===== src/rtl/rv32i_multicycle_ctrl.sv =====
// rtl/rv32i_multicycle_ctrl.sv - multicycle RV32I control FSM with shared memory port
// Optional feature macro: ILLEGAL_TRAP_EN (unrecognised opcodes trap into a halt state).
// WAIT_LIMIT bounds cycles spent waiting on mem_ready; 0 means wait forever.
module rv32i_multicycle_ctrl #(
  parameter int WAIT_LIMIT = 0
) (
  input  logic       clk,
  input  logic       reset,
  input  logic [6:0] op,
  input  logic [2:0] funct3,
  input  logic       funct7b5,
  input  logic       Zero,
  input  logic       mem_ready,
  output logic       PCWrite,
  output logic       AdrSrc,
  output logic       MemWrite,
  output logic       IRWrite,
  output logic       RegWrite,
  output logic [1:0] ResultSrc,
  output logic [1:0] ALUSrcA,
  output logic [1:0] ALUSrcB,
  output logic [1:0] ImmSrc,
  output logic [2:0] ALUControl,
  output logic       mem_err
);

  localparam logic [3:0] S_FETCH    = 4'd0;
  localparam logic [3:0] S_DECODE   = 4'd1;
  localparam logic [3:0] S_MEMADR   = 4'd2;
  localparam logic [3:0] S_MEMREAD  = 4'd3;
  localparam logic [3:0] S_MEMWB    = 4'd4;
  localparam logic [3:0] S_MEMWRITE = 4'd5;
  localparam logic [3:0] S_EXECUTER = 4'd6;
  localparam logic [3:0] S_EXECUTEI = 4'd7;
  localparam logic [3:0] S_ALUWB    = 4'd8;
  localparam logic [3:0] S_JAL      = 4'd9;
  localparam logic [3:0] S_BRANCH   = 4'd10;
  localparam logic [3:0] S_ERROR    = 4'd11;
`ifdef ILLEGAL_TRAP_EN
  localparam logic [3:0] S_ILLEGAL  = 4'd12;
`endif

  // Counter only ever needs to reach WAIT_LIMIT-1 before the trip to ERROR.
  localparam int CNT_W = (WAIT_LIMIT > 1) ? $clog2(WAIT_LIMIT) : 1;
  localparam logic [CNT_W-1:0] LIMIT_M1 = (WAIT_LIMIT > 0) ? CNT_W'(WAIT_LIMIT - 1) : '0;

  logic [3:0]       state_q, state_d;
  logic [CNT_W-1:0] wait_cnt_q, wait_cnt_d;
  logic             mem_err_q, mem_err_d;
  logic             waiting;
  logic             ready_eff;

  // ALU operation from funct3/funct7; op[5] separates R-type sub from I-type addi.
  function automatic logic [2:0] alu_decode(input logic op5, input logic [2:0] f3,
                                            input logic f7b5);
    logic [2:0] r;
    case (f3)
      3'b000:  r = (op5 & f7b5) ? 3'b001 : 3'b000;
      3'b010:  r = 3'b101;
      3'b100:  r = 3'b100;
      3'b110:  r = 3'b011;
      3'b111:  r = 3'b010;
      default: r = 3'b000;
    endcase
    return r;
  endfunction

  // State, wait counter and sticky error register; reset parks everything in FETCH.
  always_ff @(posedge clk or negedge reset) begin
    if (!reset) begin
      state_q    <= S_FETCH;
      wait_cnt_q <= '0;
      mem_err_q  <= 1'b0;
    end else begin
      state_q    <= state_d;
      wait_cnt_q <= wait_cnt_d;
      mem_err_q  <= mem_err_d;
    end
  end

  // Next-state logic; memory-wait states bump the counter and may trip to ERROR.
  always_comb begin
    state_d    = state_q;
    wait_cnt_d = '0;
    mem_err_d  = mem_err_q;
    waiting    = 1'b0;
    case (state_q)
      S_FETCH:    if (mem_ready) state_d = S_DECODE; else waiting = 1'b1;
      S_DECODE: begin
        case (op)
          7'b0000011, 7'b0100011: state_d = S_MEMADR;
          7'b0110011:             state_d = S_EXECUTER;
          7'b0010011:             state_d = S_EXECUTEI;
          7'b1101111:             state_d = S_JAL;
          7'b1100011:             state_d = S_BRANCH;
`ifdef ILLEGAL_TRAP_EN
          default:                state_d = S_ILLEGAL;
`else
          default:                state_d = S_FETCH;
`endif
        endcase
      end
      S_MEMADR:   state_d = op[5] ? S_MEMWRITE : S_MEMREAD;
      S_MEMREAD:  if (mem_ready) state_d = S_MEMWB; else waiting = 1'b1;
      S_MEMWB:    state_d = S_FETCH;
      S_MEMWRITE: if (mem_ready) state_d = S_FETCH; else waiting = 1'b1;
      S_EXECUTER: state_d = S_ALUWB;
      S_EXECUTEI: state_d = S_ALUWB;
      S_ALUWB:    state_d = S_FETCH;
      S_JAL:      state_d = S_ALUWB;
      S_BRANCH:   state_d = S_FETCH;
      S_ERROR:    state_d = S_ERROR;
`ifdef ILLEGAL_TRAP_EN
      S_ILLEGAL:  state_d = S_ILLEGAL;
`endif
      default: begin
        state_d   = S_FETCH;
        mem_err_d = 1'b0;
      end
    endcase
    if (waiting) begin
      wait_cnt_d = wait_cnt_q + CNT_W'(1);
      if (WAIT_LIMIT > 0 && wait_cnt_q == LIMIT_M1) begin
        state_d    = S_ERROR;
        mem_err_d  = 1'b1;
        wait_cnt_d = '0;
      end
    end
  end

  // Datapath controls per state; ready is masked by reset so no strobe fires in reset.
  always_comb begin
    ready_eff  = mem_ready & reset;
    PCWrite    = 1'b0;
    AdrSrc     = 1'b0;
    MemWrite   = 1'b0;
    IRWrite    = 1'b0;
    RegWrite   = 1'b0;
    ResultSrc  = 2'b00;
    ALUSrcA    = 2'b00;
    ALUSrcB    = 2'b00;
    ImmSrc     = 2'b00;
    ALUControl = 3'b000;
    case (state_q)
      S_FETCH: begin
        ALUSrcB   = 2'b10;
        ResultSrc = 2'b10;
        IRWrite   = ready_eff;
        PCWrite   = ready_eff;
      end
      S_DECODE: begin
        ALUSrcA = 2'b01;
        ALUSrcB = 2'b01;
        ImmSrc  = 2'b10;
      end
      S_MEMADR: begin
        ALUSrcA = 2'b10;
        ALUSrcB = 2'b01;
        ImmSrc  = op[5] ? 2'b01 : 2'b00;
      end
      S_MEMREAD: AdrSrc = 1'b1;
      S_MEMWB: begin
        ResultSrc = 2'b01;
        RegWrite  = 1'b1;
      end
      S_MEMWRITE: begin
        AdrSrc   = 1'b1;
        MemWrite = 1'b1;
      end
      S_EXECUTER: begin
        ALUSrcA    = 2'b10;
        ALUControl = alu_decode(op[5], funct3, funct7b5);
      end
      S_EXECUTEI: begin
        ALUSrcA    = 2'b10;
        ALUSrcB    = 2'b01;
        ALUControl = alu_decode(op[5], funct3, funct7b5);
      end
      S_ALUWB:   RegWrite = 1'b1;
      S_JAL: begin
        ALUSrcA = 2'b01;
        ALUSrcB = 2'b10;
        ImmSrc  = 2'b11;
        PCWrite = 1'b1;
      end
      S_BRANCH: begin
        ALUSrcA    = 2'b10;
        ALUControl = 3'b001;
        PCWrite    = Zero ^ funct3[0];
      end
      S_ERROR: ;
`ifdef ILLEGAL_TRAP_EN
      S_ILLEGAL: ;
`endif
      default: begin
        ALUSrcB   = 2'b10;
        ResultSrc = 2'b10;
      end
    endcase
  end

  assign mem_err = mem_err_q;

endmodule


===== config.mk =====
export PLATFORM = sky130hd
export DESIGN_NAME = rv32i_multicycle_ctrl
export DESIGN_NICKNAME = d
export VERILOG_FILES = /design/src/rtl/rv32i_multicycle_ctrl.sv
export SDC_FILE = /design/constraint.sdc
export NUM_CORES = 1
export LEC_CHECK = 0
export ABC_AREA = 1
export BUFFER_PORTS_ARGS = -buffer_cell sky130_fd_sc_hd__buf_2
export CORE_AREA = 2 2 39 41
export CTS_BUF_LIST = sky130_fd_sc_hd__clkbuf_8
export CTS_CLUSTER_SIZE = 28
export DETAILED_ROUTE_END_ITERATION = 10
export DIE_AREA = 0 0 41 43
export PLACE_DENSITY = 0.81
export SYNTH_ARGS = -nofsm -noshare
export SYNTH_HDL_FRONTEND = slang
export SYNTH_SLANG_ARGS = --single-unit

===== constraint.sdc =====
create_clock -name clk -period 1.26 [get_ports clk]
set_input_delay 0.126 -clock clk [delete_from_list [all_inputs] [get_ports clk]]
set_output_delay 0.126 -clock clk [all_outputs]
set_load 0.1 [all_outputs]

==> summary by stage, run 1 <==
Synth
For this run, asynchronously set or reset flops after synthesis account for 100.0%. The synthesized netlist devotes 0% of its cell area to adder and majority cells. The number of synthesized flops with an enable pin is 0.

The number of instances in the synthesized netlist is 98. Sequential cells were found to cover 18.22% of the synthesized design area. Averaged over all synthesized cells, the footprint is 5.605 µm². The register bit count reported by yosys is 4. The compound-gate portion of the synthesized area is 15.03%. The Yosys step of the flow raised 0 warnings. The number of nets produced by synthesis is 113. The cell area after synthesis is 549.3 µm².

The number of library cell types mapped by synthesis is 22. The most used flip-flop cell after synthesis is sky130_fd_sc_hd__dfrtp_1. The parity-gate share of the synthesized area counting xor and xnor cells is 1.595%.

The simple-gate portion of the synthesized area is 47.38%. Multiplexer cells account for 0% of the synthesized area. The largest family of logic cells by synthesized area is simple AND/OR/NAND/NOR gates.

Floorplanning
The floorplan has 14 rows. The vertical die dimension is 43 µm. The die is 41 µm wide.

Once the floorplan was initialized, standard cells occupied 39.69% of the core. 32 I/O pins were placed.

Placement
The HPWL after detailed placement is 1887 µm. At the end of routability-driven placement, the weighted congestion stood at 0.9417. The count of buffers added on input and output ports is 30. Summing all placed instances gives a cell area of 1200 µm².

CTS
The hold buffer count at CTS is 1. CTS built an H-tree with a depth of 1. The root cell of the clock tree is sky130_fd_sc_hd__clkbuf_8.

The number of buffers created by CTS is 3. After clock tree synthesis, the repair step resized 15 gates. Clock tree synthesis found a total of 4 sinks. The clock tree buffer depth is 2. Once the clock tree was built, the setup fixing pass inserted 5 buffers.

Run status
The tool reported: "[ERROR DPL-0033] detailed placement checks failed during check placement". The run stopped with a tool error. The flow stopped in clock tree synthesis.
==> kinds of logic after synthesis <==
group / count (synthesis)
AOI/OAI and AO/OA: 13
other: 1
DFF: 4
buffers and inverters: 23
xor gates and xnor gates: 1
and+or+nand+nor: 56
==> synth_stat cells (2+ instances only) <==
library cell / n / share of area [%]
sky130_fd_sc_hd__nand2_1: 29 / 20
sky130_fd_sc_hd__nor2_4: 3 / 6.1
sky130_fd_sc_hd__dfrtp_1: 4 / 18
sky130_fd_sc_hd__buf_4: 2 / 2.7
sky130_fd_sc_hd__inv_2: 7 / 4.8
sky130_fd_sc_hd__o21ai_1: 2 / 1.8
sky130_fd_sc_hd__nor2_1: 11 / 7.5
sky130_fd_sc_hd__nor2_2: 2 / 2.3
sky130_fd_sc_hd__o21ai_0: 2 / 1.8
sky130_fd_sc_hd__o211ai_1: 3 / 4.1
sky130_fd_sc_hd__nand2_2: 2 / 2.3
sky130_fd_sc_hd__inv_1: 14 / 9.6
sky130_fd_sc_hd__a21oi_1: 3 / 2.7
sky130_fd_sc_hd__nand3_1: 6 / 5.5
==> metrics by stage <==
stage	setup slack, ns	std cells
2_1_floorplan	-0.9767	98
3_3_place_gp	-0.07374	157
3_5_place_dp	-0.1642	157
==> run 2: changes to the inputs <==
==> config.mk (replaced) <==
export PLATFORM = sky130hd
export DESIGN_NAME = rv32i_multicycle_ctrl
export DESIGN_NICKNAME = d
export VERILOG_FILES = /design/src/rtl/rv32i_multicycle_ctrl.sv
export SDC_FILE = /design/constraint.sdc
export NUM_CORES = 1
export LEC_CHECK = 0
export ABC_AREA = 1
export BUFFER_PORTS_ARGS = -buffer_cell sky130_fd_sc_hd__buf_2
export CORE_AREA = 2 2 63 65
export DETAILED_ROUTE_END_ITERATION = 10
export DIE_AREA = 0 0 65 67
export PLACE_DENSITY_LB_ADDON = 0.15
export SYNTH_ARGS = -nofsm -noshare
export SYNTH_HDL_FRONTEND = slang
export SYNTH_SLANG_ARGS = --single-unit
==> run 2 against run 1 <==
Compared with the run above: the flow now finishes, with violations (setup timing); area after synthesis stayed put; synthesized cell count stayed put.
==> summary by stage, run 2 <==
Power
The combinational power share is 85.0%. The cell leakage power is 0.7056 nW. For this design the ratio of total power to cell area is 2186 nW/µm². The peak supply drop is 0.0005641 V. The clock network accounts for 8.8% of the total power. Net switching is 54.80% of the power.

The switching power of the nets is 1.754 mW. The internal portion of the total power is 1.447 mW. In this run, flip-flops and latches consume 6.2% of the power.

Detailed routing
The violation count after the first detailed-route iteration is 29. For this run, the detailed router's first-pass iteration total came to 4. The post-detailed-route via-to-cell ratio is 3.971. Summed over all layers, the routed wires come to 2155 µm. Once detail routing completed, the nets flagged for antenna violations numbered 0. The final routed wire length divided by cell count is 10.51 µm. Summing over every cut layer, the via total after detailed routing is 814. After detailed routing, the number of remaining DRC violations is 0.

GRT
The first global-routing pass estimated 3505 µm of wire. The global route total overflow is 0. The number of antenna violations at the first check in global routing is 0. Entering global routing, the biggest net connects 5 pins. The number of global-route vias before repair is 792. The global routing usage summed across all routing layers is 10.55%.

STA
Setup violations remaining at the end of the flow were counted as 19. The highest clock frequency the design can meet is 0.6308 GHz. Hold is met by 0.2828 ns. Counting I/O delays and the setup requirement, the final critical path takes 1.585 ns. The setup slack of the critical path after layout is -0.3252 ns.

On the final layout, the worst clock skew is 0.0004993 ns. The number of endpoints with negative hold slack in the final report is 0. The final critical-path share of the clock period is 125.8%. The final number of max-transition violations is 0. Setup repair after global routing could not meet its margin everywhere.

Synth
The number of nets produced by synthesis came to 113 (unchanged). Area contributors post-synth: sky130_fd_sc_hd__nand2_1, sky130_fd_sc_hd__dfrtp_1, sky130_fd_sc_hd__inv_1, sky130_fd_sc_hd__nor2_1, sky130_fd_sc_hd__nor2_4 (unchanged). The share of the synthesized area in the top cell type is 19.82% (unchanged). Top cells by count, synth: sky130_fd_sc_hd__nand2_1, sky130_fd_sc_hd__inv_1, sky130_fd_sc_hd__nor2_1, sky130_fd_sc_hd__inv_2, sky130_fd_sc_hd__nand3_1 (unchanged). The top flip-flop cell by instance count after synthesis was sky130_fd_sc_hd__dfrtp_1 (unchanged).

The share of flip-flops with an asynchronous set or reset after synthesis was 100.0% (unchanged). The proportion of synthesized chip area in sequential cells is 18.22% (unchanged). The number of library cell types mapped by synthesis was 22 (unchanged). The number of synthesized flops with an enable pin is 0 (unchanged). The most common cell in the synthesized netlist is sky130_fd_sc_hd__nand2_1 (unchanged). The mean post-synth cell area is 5.605 µm² (unchanged). The cell area after synthesis was 549.3 µm² (unchanged). The dominant cell type by area after synthesis is sky130_fd_sc_hd__nand2_1 (unchanged). The count of warnings emitted by yosys is 0 (unchanged).

The register bit count reported by yosys is 4 (unchanged). The number of instances in the synthesized netlist is 98 (unchanged).

Layout
The share of cells above drive strength 1 is 64.97%. The number of nets at the end of the flow is 173. The most flop-heavy register is state_q. The register with the most flip-flops in the layout has 4 of them. The growth of design area from synthesis to finish is 166.5%. The library cells used most frequently in the layout, excluding fill and tap cells, are sky130_fd_sc_hd__nand2_1, sky130_fd_sc_hd__buf_4, sky130_fd_sc_hd__buf_12. The antenna cell count is 0. The commonest non-fill, non-tap cell in the layout is sky130_fd_sc_hd__nand2_1. The largest registers in the layout are state_q x4. The final core utilization is 40.60%.

Setup path
The kind of end point of the critical path is a primary output. In this run the worst path has a maximum fanout of 4. The family of cells with the greatest summed delay on the critical path is flip-flops. Traced cell by cell, the critical path runs through nor2_4 -> inv_2 -> o211ai_1 -> clkbuf_16. The highest-delay cell along the critical path is sky130_fd_sc_hd__dfrtp_2. Counting cells, the worst reg-to-reg path comes to 7.

Data on the critical path is required at its endpoint by 1.13 ns. The maximum cell stage delay along the critical path is 0.43 ns. Data arrives at the worst endpoint at 1.46 ns.

The worst setup path is launched from a register. The worst setup path is of the register to primary output kind. The setup slack of the worst register-to-register path is -0.09 ns. The worst path buffer plus inverter count is 2. The critical path runs through a total of 4 cells.

Run status
The final reports fail on setup timing. Run status: finished with violations (was did not finish).

Floorplanning
The cell row count is 22 (was 14). The vertical die dimension came to 67 µm (was 43 µm). The horizontal die dimension is 65 µm (was 41 µm). The initial core utilization is 15.23% (was 39.69%). The die area is 4355 µm².

The standard cell core area is 3606 µm². The count of pins on the block boundary came to 32 (unchanged).

Placement
The final weighted congestion in routability-driven placement came to 0.7968 (was 0.9417). The HPWL after detailed placement came to 1815 µm (was 1887 µm). The post-placement setup slack is -0.1868 ns (was -0.1642 ns). The number of buffers added on ports was 30 (unchanged).

CTS
TritonCTS built the clock tree. The clock tree buffer depth is 2 (unchanged). The number of buffers created by CTS was 3 (unchanged). The number of H-tree levels came to 1 (unchanged). The root cell of the clock tree is sky130_fd_sc_hd__clkbuf_8 (unchanged). The number of sinks on the clock net is 4 (unchanged). The CTS clock-pin slew for the worst setup and hold paths is 0.03 ns.

The latest clock arrival within the worst-skew pair is 0.21 ns.

Hold path
The min-delay analysis places its worst path in the category primary input to register. The worst hold path cell count is 4.

Job
Across the run, the number of max-cap violations was 0.
run 2: path summary, 6_finish.rpt:
path	from	to
setup / recovery	state_q[3]	ALUSrcB[0]
hold / removal	op[6]	state_q[1]
setup reg to reg	state_q[0]	state_q[0]
hold reg to reg	state_q[0]	state_q[0]
max in group asynchronous	reset	state_q[3]
min in group asynchronous	reset	state_q[2]
run 2: timing repair:
| item | CTS | global route |
|---|---|---|
| pin swaps | 6 | 3 |
| hold buffers | 1 | 0 |
| setup buffers | 8 | 3 |
| setup endpoints to repair | 19 | 20 |
| resized for setup | 15 | 8 |
| endpoints found under the hold margin | 4 | 0 |
run 2: stage by stage:
| step | total power, mW | setup TNS [ns] | std cells | instance area (µm²) |
|---|---|---|---|---|
| 2_1_floorplan | 1.736 | -6.066 | 98 | 691.9 |
| 3_3_place_gp | 2.652 | -1.245 | 190 | 1247 |
| 3_5_place_dp | 2.670 | -1.422 | 190 | 1247 |
| 4_1_cts | 3.149 | -4.478 | 203 | 1423 |
| 5_1_grt | 3.360 | -5.577 | 205 | 1464 |
| 6_report | 3.201 | -4.309 | 205 | 1464 |
run 2: kinds of logic (layout without fill, tap and decap cells):
group | count (synthesis) | in the layout | synth area share [%]
XOR/XNOR | 1 | 1 | 1.595
AO/OA/AOI/OAI | 13 | 13 | 15.03
AND/OR/NAND/NOR | 56 | 56 | 47.38
buffers and inverters | 23 | 82 | 17.08
other | 1 | 1 | 0.6827
flip-flops | 4 | 4 | 18.22
run 2: area by class of cell:
cell class / count / area [µm²]
Timing Repair Buffer: 57 / 623.1
Inverter: 21 / 86.33
Tap cell: 48 / 60.06
Clock buffer: 4 / 45.04
Sequential cell: 4 / 103.9
Fill cell: 360 / 2142
Multi-Input combinational cell: 71 / 545.5
run 2: per-layer routing:
metal	share of wire [%]	track usage [%]
met1	39	11.40
met2	56	20.23
met3	4.3	1.858
met4	1.0	3.989
met5	0	0
run 2: power by group through the flow:
stage                     Sequential (mW)  Combinational, mW  Clock [mW]
after global routing                0.202               2.85       0.308
after CTS                           0.193               2.67       0.289
after global placement              0.193               2.46           0
after detailed placement            0.195               2.47           0
after floorplan                     0.188               1.55           0
final                               0.198               2.72       0.283
run 2: tightest hold or removal path, cell delays in order:
cell	delay [ns]
sky130_fd_sc_hd__buf_2	0.11
sky130_fd_sc_hd__nand2_1	0.06
sky130_fd_sc_hd__nand3_1	0.08
sky130_fd_sc_hd__o2111ai_1	0.07
No activity file was read; power rests on OpenSTA's default activity.
==> run 3: changes to the inputs <==
--- a/config.mk
+++ b/config.mk
@@ -10,6 +10,7 @@
 export CORE_AREA = 2 2 63 65
 export DETAILED_ROUTE_END_ITERATION = 10
 export DIE_AREA = 0 0 65 67
+export GPL_TIMING_DRIVEN = 0
 export PLACE_DENSITY_LB_ADDON = 0.15
 export SYNTH_ARGS = -nofsm -noshare
 export SYNTH_HDL_FRONTEND = slang
==> run 3 against run 2 <==
Compared with the run above: the run still ends with setup timing left; via count grew 5.3%; worst setup slack lost 0.13 ns; sequential power shrank 2%; largest cell class unchanged; clock skew grew 0.0054 ns.
==> summary by stage, run 3 (synthesis results as in run 2) <==
Detailed routing
The post-detailed-route via-to-cell ratio came to 4.120 (was 3.971). The wire length reported by the detailed router is 2468 µm (was 2155 µm). The count of nets left with antenna violations after detail routing is 0 (unchanged). The violation count after the first detailed-route iteration is 31 (was 29).

The total number of vias is 857 (was 814). The number of remaining DRC errors came to 0 (unchanged). The first-pass iteration count of the detailed router was 4 (unchanged).

The final routed wire length divided by cell count came to 11.87 µm (was 10.51 µm).

Setup path
CP Cell Sequence: or2_4 -> nor2_4 -> clkinvlp_4 -> nand2_8 -> buf_12 (was nor2_4 -> inv_2 -> o211ai_1 -> clkbuf_16). The critical path depth came to 5 (was 4). The highest-delay cell along the critical path is sky130_fd_sc_hd__dfrtp_2 (unchanged). The depth of the most critical reg-to-reg path came to 7 (unchanged). The startpoint type of the worst setup path is a register (unchanged). The endpoint arrival time on the critical path was 1.59 ns (was 1.46 ns). The setup slack of the worst register-to-register path is -0.21 ns (was -0.09 ns). The worst path buffer plus inverter count came to 2 (unchanged).

The maximum cell stage delay along the critical path is 0.42 ns (was 0.43 ns). The destination of the worst register-to-register timing path is state_q[0] (unchanged). The type of the worst setup path is register to primary output (unchanged).

The capture point of the worst path was ResultSrc[1] (was ALUSrcB[0]). The kind of end point of the critical path is a primary output (unchanged). The launching element of the worst setup path is state_q[1] (was state_q[3]). The family of cells with the greatest summed delay on the critical path was simple AND/OR/NAND/NOR gates (was flip-flops). The maximum fanout count along the critical path is 3 (was 4).

The data required time at the worst endpoint is 1.13 ns (about the same). The launch point of the worst reg-to-reg path is state_q[1] (was state_q[0]).

Power
The fraction of power spent switching nets is 53.91% (was 54.80%). The total power divided by cell area was 2245 nW/µm² (was 2186 nW/µm²). The sequential power share is 5.3% (was 6.2%). The combinational power share is 86.7% (was 85.0%). The cell-internal power is 1.675 mW (was 1.447 mW).

The switching power of the nets is 1.959 mW (was 1.754 mW). The peak supply drop is 0.0006128 V (was 0.0005641 V). The power after layout was 3.634 mW (was 3.201 mW). The cell leakage power is 0.7587 nW (was 0.7056 nW). The clock group share of total power is 7.9% (was 8.8%).

Layout
The antenna cell count came to 0 (unchanged). Highest-count cells in the layout ignoring fill and taps: sky130_fd_sc_hd__nand2_1, sky130_fd_sc_hd__buf_4, sky130_fd_sc_hd__buf_12 (unchanged). The most flop-heavy register is state_q (unchanged).

The commonest non-fill, non-tap cell in the layout is sky130_fd_sc_hd__nand2_1 (unchanged). The number of flip-flops under the largest register name is 4 (unchanged). Largest registers: state_q x4 (unchanged). The growth of design area from synthesis to finish is 194.8% (was 166.5%). The share of cells above drive strength 1 was 71.25% (was 64.97%). The count of filler cells inserted in the layout is 325 (was 360). The number of nets at the end of the flow is 176 (was 173).

Floorplanning
The horizontal die dimension is 65 µm (unchanged). The standard cell core area is 3606 µm² (unchanged). The cell row count is 22 (unchanged). The die area came to 4355 µm² (unchanged). The vertical die dimension is 67 µm (unchanged). The initial core utilization came to 15.23% (unchanged). The count of pins on the block boundary is 32 (unchanged).

GRT
The number of antenna violations at the first check in global routing was 0 (unchanged). The global route total overflow is 0 (unchanged). The wire length of the first global-routing pass is 3801 µm (was 3505 µm).

The number of global-route vias before repair was 867 (was 792). The pin count of the biggest net entering global routing is 6 (was 5). The global routing usage summed across all routing layers is 11.40% (was 10.55%).

CTS
The latest clock arrival within the worst-skew pair is 0.22 ns (was 0.21 ns). The CTS tree is built (unchanged). The CTS clock-pin slew for the worst setup and hold paths is 0.04 ns (was 0.03 ns). The number of buffers created by CTS is 3 (unchanged). The number of H-tree levels is 1 (unchanged).

The clock tree buffer depth is 2 (unchanged). The number of sinks on the clock net was 4 (unchanged). The root cell of the clock tree is sky130_fd_sc_hd__clkbuf_8 (unchanged).

Placement
The final weighted congestion in routability-driven placement was 0.7882 (was 0.7968). The number of buffers added on ports is 30 (unchanged). The HPWL after detailed placement is 1544 µm (was 1815 µm).

STA
The setup slack of the critical path after layout is -0.4573 ns (was -0.3252 ns). The number of endpoints with negative hold slack in the final report is 0 (unchanged). The minimum clock period was 1.717 ns (was 1.585 ns).

The count of final setup violators came to 20 (was 19). The highest clock frequency the design can meet was 0.5823 GHz (was 0.6308 GHz). The clock skew after layout is 0.005850 ns (was 0.0004993 ns).

The hold slack is 0.2870 ns (was 0.2828 ns). Unrepaired setup endpoints after global routing: true (unchanged). The final critical-path share of the clock period is 136.3% (was 125.8%). The final number of max-transition violations is 0 (unchanged).

Job
The max-capacitance violation count is 0 (unchanged).

Run status
Violations in the final reports: setup timing (unchanged). Run status: finished with violations (unchanged).

Hold path
The kind of path behind the tightest hold check is primary input to register (unchanged).
run 3: cell types whose count changed in the layout (fill, tap and decap cells not counted), sizes merged:
cell and delta:
buf +4, clkbuf -1, clkinvlp +1, inv -1
run 3: layout make-up:
class                           count  area [µm²]  share of cell area [%]
Buffer                              2       15.01                  0.9274
Timing Repair Buffer               58       651.9                   40.26
Multi-Input combinational cell     71       640.6                   39.57
Sequential cell                     4       103.9                   6.414
Tap cell                           48       60.06                   3.709
Inverter                           21       102.6                   6.337
Clock buffer                        4       45.04                   2.782
run 3: metrics by stage:
step	setup slack [ns]	utilization, %	cell area [µm²]	setup TNS (ns)	instances
floorplan	-0.9767	-	691.9	-6.066	98
global placement	-0.4816	25.02	902.1	-5.326	176
detailed placement	-0.4607	25.02	902.1	-5.070	176
CTS	-0.4339	40.15	1448	-4.945	200
global route	-0.4878	44.90	1619	-6.561	208
finish	-0.4573	44.90	1619	-5.652	208
run 3: power groups by stage:
stage               clock (mW)  sequential, mW  combinational [mW]
floorplan                    0           0.188                1.55
global placement             0           0.201                1.78
detailed placement           0           0.199                1.78
CTS                      0.295           0.185                2.84
global route             0.308           0.194                3.27
finish                   0.288           0.194                3.15
run 3: worst register-to-register path, cell delays in order, from the launching register on:
cell	delay (ns)
sky130_fd_sc_hd__dfrtp_2	0.42
sky130_fd_sc_hd__or2_4	0.28
sky130_fd_sc_hd__nor2_4	0.16
sky130_fd_sc_hd__clkinvlp_4	0.22
sky130_fd_sc_hd__buf_6	0.17
sky130_fd_sc_hd__nand3_2	0.05
sky130_fd_sc_hd__nand2_1	0.05
sky130_fd_sc_hd__nand2_1	0.06
run 3: timing repair:
item / 4_1_cts / 5_1_grt
endpoints found under the setup margin: 18 / 20
hold buffers: 1 / 0
gates cloned: 0 / 0
setup buffers: 19 / 10
pin swaps: 13 / 13
resized for setup: 90 / 22
endpoints found under the hold margin: 4 / 0
run 3: worst min-delay path by stage:
stage / from / cells past startpoint / slack [ns] / endpoint
after floorplan: reset / 0 / -0.17 / state_q[0]
after global placement: reset / 1 / -0.04 / state_q[0]
after detailed placement: reset / 1 / -0.04 / state_q[0]
after CTS: mem_ready / 4 / 0.26 / state_q[2]
after global routing: op[6] / 4 / 0.30 / state_q[1]
final: op[6] / 4 / 0.29 / state_q[1]
run 3: metal layers:
metal | GRT usage [%] | routed length, µm
met3 | 0.6757 | 100
met5 | 0 | 0
met2 | 20.75 | 1296
met1 | 13.32 | 990
met4 | 6.117 | 81
==> run 4: changes to the inputs <==
--- a/config.mk
+++ b/config.mk
@@ -6,7 +6,7 @@
 export NUM_CORES = 1
 export LEC_CHECK = 0
 export ABC_AREA = 1
-export BUFFER_PORTS_ARGS = -buffer_cell sky130_fd_sc_hd__buf_2
+export BUFFER_PORTS_ARGS = -buffer_cell sky130_fd_sc_hd__buf_4
 export CORE_AREA = 2 2 63 65
 export DETAILED_ROUTE_END_ITERATION = 10
 export DIE_AREA = 0 0 65 67
==> run 4 against run 3 <==
Compared with the run above: cell count up 1.4%; register-to-register slack better by 0.06 ns; maximum frequency up 3.7%; via count is 4.0% lower; critical endpoint is now PCWrite; power decreased by 7.9%; global-route usage decreased by 0.39 points; the flow still finishes with violations (setup timing); sequential share of layout area rose by 0.26 points; critical path depth rose by 2; first-iteration DRC count decreased by 45%; combinational power shrank 8.6%; clock-buffer cell count stayed put.
==> summary by stage, run 4 (synthesis results as in run 2) <==
Detailed routing
The count of nets left with antenna violations after detail routing is 0 (unchanged). The post-detailed-route via-to-cell ratio came to 3.900 (was 4.120). The violation count after the first detailed-route iteration was 17 (was 31). The final routed wire length divided by cell count is 10.64 µm (was 11.87 µm). The first-pass iteration count of the detailed router is 4 (unchanged). The number of remaining DRC errors is 0 (unchanged). The total number of vias is 823 (was 857). The wire length reported by the detailed router is 2244 µm (was 2468 µm).

Layout
The footprint of the flip-flops and latches is 103.9 µm² (unchanged). The most flop-heavy register is state_q (unchanged). The final core utilization is 43.16% (was 44.90%). Highest-count cells in the layout ignoring fill and taps: sky130_fd_sc_hd__buf_4, sky130_fd_sc_hd__nand2_1, sky130_fd_sc_hd__buf_12 (was sky130_fd_sc_hd__nand2_1, sky130_fd_sc_hd__buf_4, sky130_fd_sc_hd__buf_12). The area of all placed cells without fillers is 1556 µm² (was 1619 µm²). The number of nets at the end of the flow is 179 (was 176). Largest registers: state_q x4 (unchanged).

The share of cells above drive strength 1 was 68.10% (was 71.25%). The antenna cell count was 0 (unchanged). The commonest non-fill, non-tap cell in the layout is sky130_fd_sc_hd__buf_4 (was sky130_fd_sc_hd__nand2_1).

The number of flip-flops under the largest register name was 4 (unchanged). The growth of design area from synthesis to finish was 183.4% (was 194.8%). The multi-input combinational cell area came to 583.1 µm² (was 640.6 µm²).

The count of filler cells inserted in the layout is 346 (was 325).

Run status
Violations in the final reports: setup timing (unchanged). Run status: finished with violations (unchanged).

CTS
The number of H-tree levels came to 1 (unchanged). The latest clock arrival within the worst-skew pair is 0.22 ns (about the same). The CTS tree is built (unchanged).

The number of sinks on the clock net is 4 (unchanged). The CTS clock-pin slew for the worst setup and hold paths was 0.03 ns (was 0.04 ns). The root cell of the clock tree is sky130_fd_sc_hd__clkbuf_8 (unchanged). The clock tree buffer depth is 2 (unchanged). The number of buffers created by CTS was 3 (unchanged).

GRT
The global route total overflow came to 0 (unchanged). The wire length of the first global-routing pass is 3760 µm (was 3801 µm). The pin count of the biggest net entering global routing is 6 (unchanged). The global routing usage summed across all routing layers is 11.01% (was 11.40%).

The number of global-route vias before repair is 842 (was 867). The number of antenna violations at the first check in global routing was 0 (unchanged).

Floorplanning
The count of pins on the block boundary came to 32 (unchanged). The standard cell core area came to 3606 µm² (unchanged). The vertical die dimension is 67 µm (unchanged). The initial core utilization came to 15.23% (unchanged). The cell row count is 22 (unchanged). The die area came to 4355 µm² (unchanged).

The horizontal die dimension is 65 µm (unchanged).

Hold path
The kind of path behind the tightest hold check is primary input to register (unchanged). The worst hold path cell count was 4 (unchanged). The launch point of the worst hold path is mem_ready (was op[6]).

The worst-case hold path end point is state_q[2] (was state_q[1]).

Setup path
The kind of end point of the critical path is a primary output (unchanged). CP Cell Sequence: buf_4 -> inv_4 -> buf_4 -> buf_4 -> nand4_1 -> nand3_4 -> buf_12 (was or2_4 -> nor2_4 -> clkinvlp_4 -> nand2_8 -> buf_12). The type of the worst setup path is register to primary output (unchanged). The setup slack of the worst register-to-register path is -0.15 ns (was -0.21 ns). The endpoint arrival time on the critical path is 1.53 ns (was 1.59 ns). The data required time at the worst endpoint came to 1.13 ns (about the same). The launch point of the worst reg-to-reg path is state_q[3] (was state_q[1]). The highest-delay cell along the critical path is sky130_fd_sc_hd__dfrtp_1 (was sky130_fd_sc_hd__dfrtp_2).

The depth of the most critical reg-to-reg path is 8 (was 7). The family of cells with the greatest summed delay on the critical path is buffers and inverters (was simple AND/OR/NAND/NOR gates). The startpoint type of the worst setup path is a register (unchanged). The worst path buffer plus inverter count is 5 (was 2).

The destination of the worst register-to-register timing path is state_q[0] (unchanged). The maximum cell stage delay along the critical path is 0.40 ns (was 0.42 ns). The cell occurring most often along the worst timing path is sky130_fd_sc_hd__buf_4.

The maximum fanout count along the critical path came to 3 (unchanged).

Power
The switching power of the nets is 1.844 mW (was 1.959 mW). The cell leakage power came to 0.7249 nW (was 0.7587 nW). The fraction of power spent switching nets is 55.08% (was 53.91%). The cell-internal power came to 1.504 mW (was 1.675 mW). The total power divided by cell area is 2151 nW/µm² (was 2245 nW/µm²). The sequential power share is 5.6% (was 5.3%).

The combinational power share was 85.9% (was 86.7%). The clock group share of total power was 8.5% (was 7.9%). The peak supply drop is 0.0004430 V (was 0.0006128 V).

STA
The clock skew after layout came to 0.005980 ns (was 0.005850 ns). The minimum clock period is 1.657 ns (was 1.717 ns). The number of endpoints with negative hold slack in the final report came to 0 (unchanged). Unrepaired setup endpoints after global routing: true (unchanged).

The final number of max-transition violations is 0 (unchanged). The setup slack of the critical path after layout was -0.3966 ns (was -0.4573 ns). The count of final setup violators is 20 (unchanged). The hold slack was 0.2388 ns (was 0.2870 ns). The final critical-path share of the clock period is 131.5% (was 136.3%). The highest clock frequency the design can meet was 0.6036 GHz (was 0.5823 GHz).

Placement
The number of buffers added on ports is 30 (unchanged). The HPWL after detailed placement came to 1582 µm (was 1544 µm). The area of placed instances is 977.2 µm² (was 902.1 µm²). The final weighted congestion in routability-driven placement is 0.7843 (was 0.7882).

Job
The max-capacitance violation count is 0 (unchanged).
-- run 4: routing by layer --
metal  up-vias  track usage, %  part of all wire [%]
li1        430               -                     -
met1       369           13.02                    41
met2        22           21.26                    55
met3         2          0.8446                   2.9
met4         0           2.660                  0.94
met5         -               0                     0
-- run 4: worst register-to-register path: cells and delay by family (launching register included) --
family | cells | cell delay (ns)
DFF | 1 | 0.45
and+or+nand+nor | 5 | 0.46
buffers and inverters | 3 | 0.43
-- run 4: metrics by stage --
| step | TNS (ns) | setup WS [ns] | std cells | total power [mW] |
|---|---|---|---|---|
| global placement | -3.324 | -0.3639 | 176 | 2.078 |
| finish | -5.101 | -0.3966 | 211 | 3.349 |
| global route | -6.208 | -0.4484 | 211 | 3.485 |
| detailed placement | -3.048 | -0.3395 | 176 | 2.076 |
| floorplan | -6.066 | -0.9767 | 98 | 1.736 |
| CTS | -4.960 | -0.4050 | 205 | 3.297 |
-- run 4: final cells by class --
cell class / instances / share of cell area, %
Tap cell: 48 / 3.859
Timing Repair Buffer: 61 / 42.04
Multi-Input combinational cell: 71 / 37.46
Buffer: 2 / 0.9646
Sequential cell: 4 / 6.672
Clock buffer: 4 / 2.894
Inverter: 21 / 6.109
-- run 4: how the worst max path moves through the flow --
stage	from	endpoint	slack [ns]	depth (start not counted)
after global placement	state_q[2]	ALUControl[0]	-0.36	7
final	state_q[0]	PCWrite	-0.40	7
after CTS	state_q[0]	IRWrite	-0.40	6
after floorplan	state_q[2]	ALUSrcB[0]	-0.98	4
after detailed placement	state_q[2]	ALUControl[0]	-0.34	7
after global routing	state_q[3]	IRWrite	-0.45	7
-- run 4: timing repair --
item / in CTS / in global routing
resized for setup: 67 / 7
hold endpoints to repair: 4 / 0
buffers inserted: 24 / 9
setup endpoints to repair: 18 / 20
hold buffers: 1 / 0
pin swaps: 12 / 9
-- run 4: power groups by stage --
stage          logic (mW)  registers (mW)  clock network [mW]
4_1_cts              2.82           0.185               0.294
6_report             2.88           0.189               0.284
2_1_floorplan        1.55           0.188                   0
3_3_place_gp         1.88           0.200                   0
5_1_grt              2.99           0.193               0.297
3_5_place_dp         1.88           0.199                   0
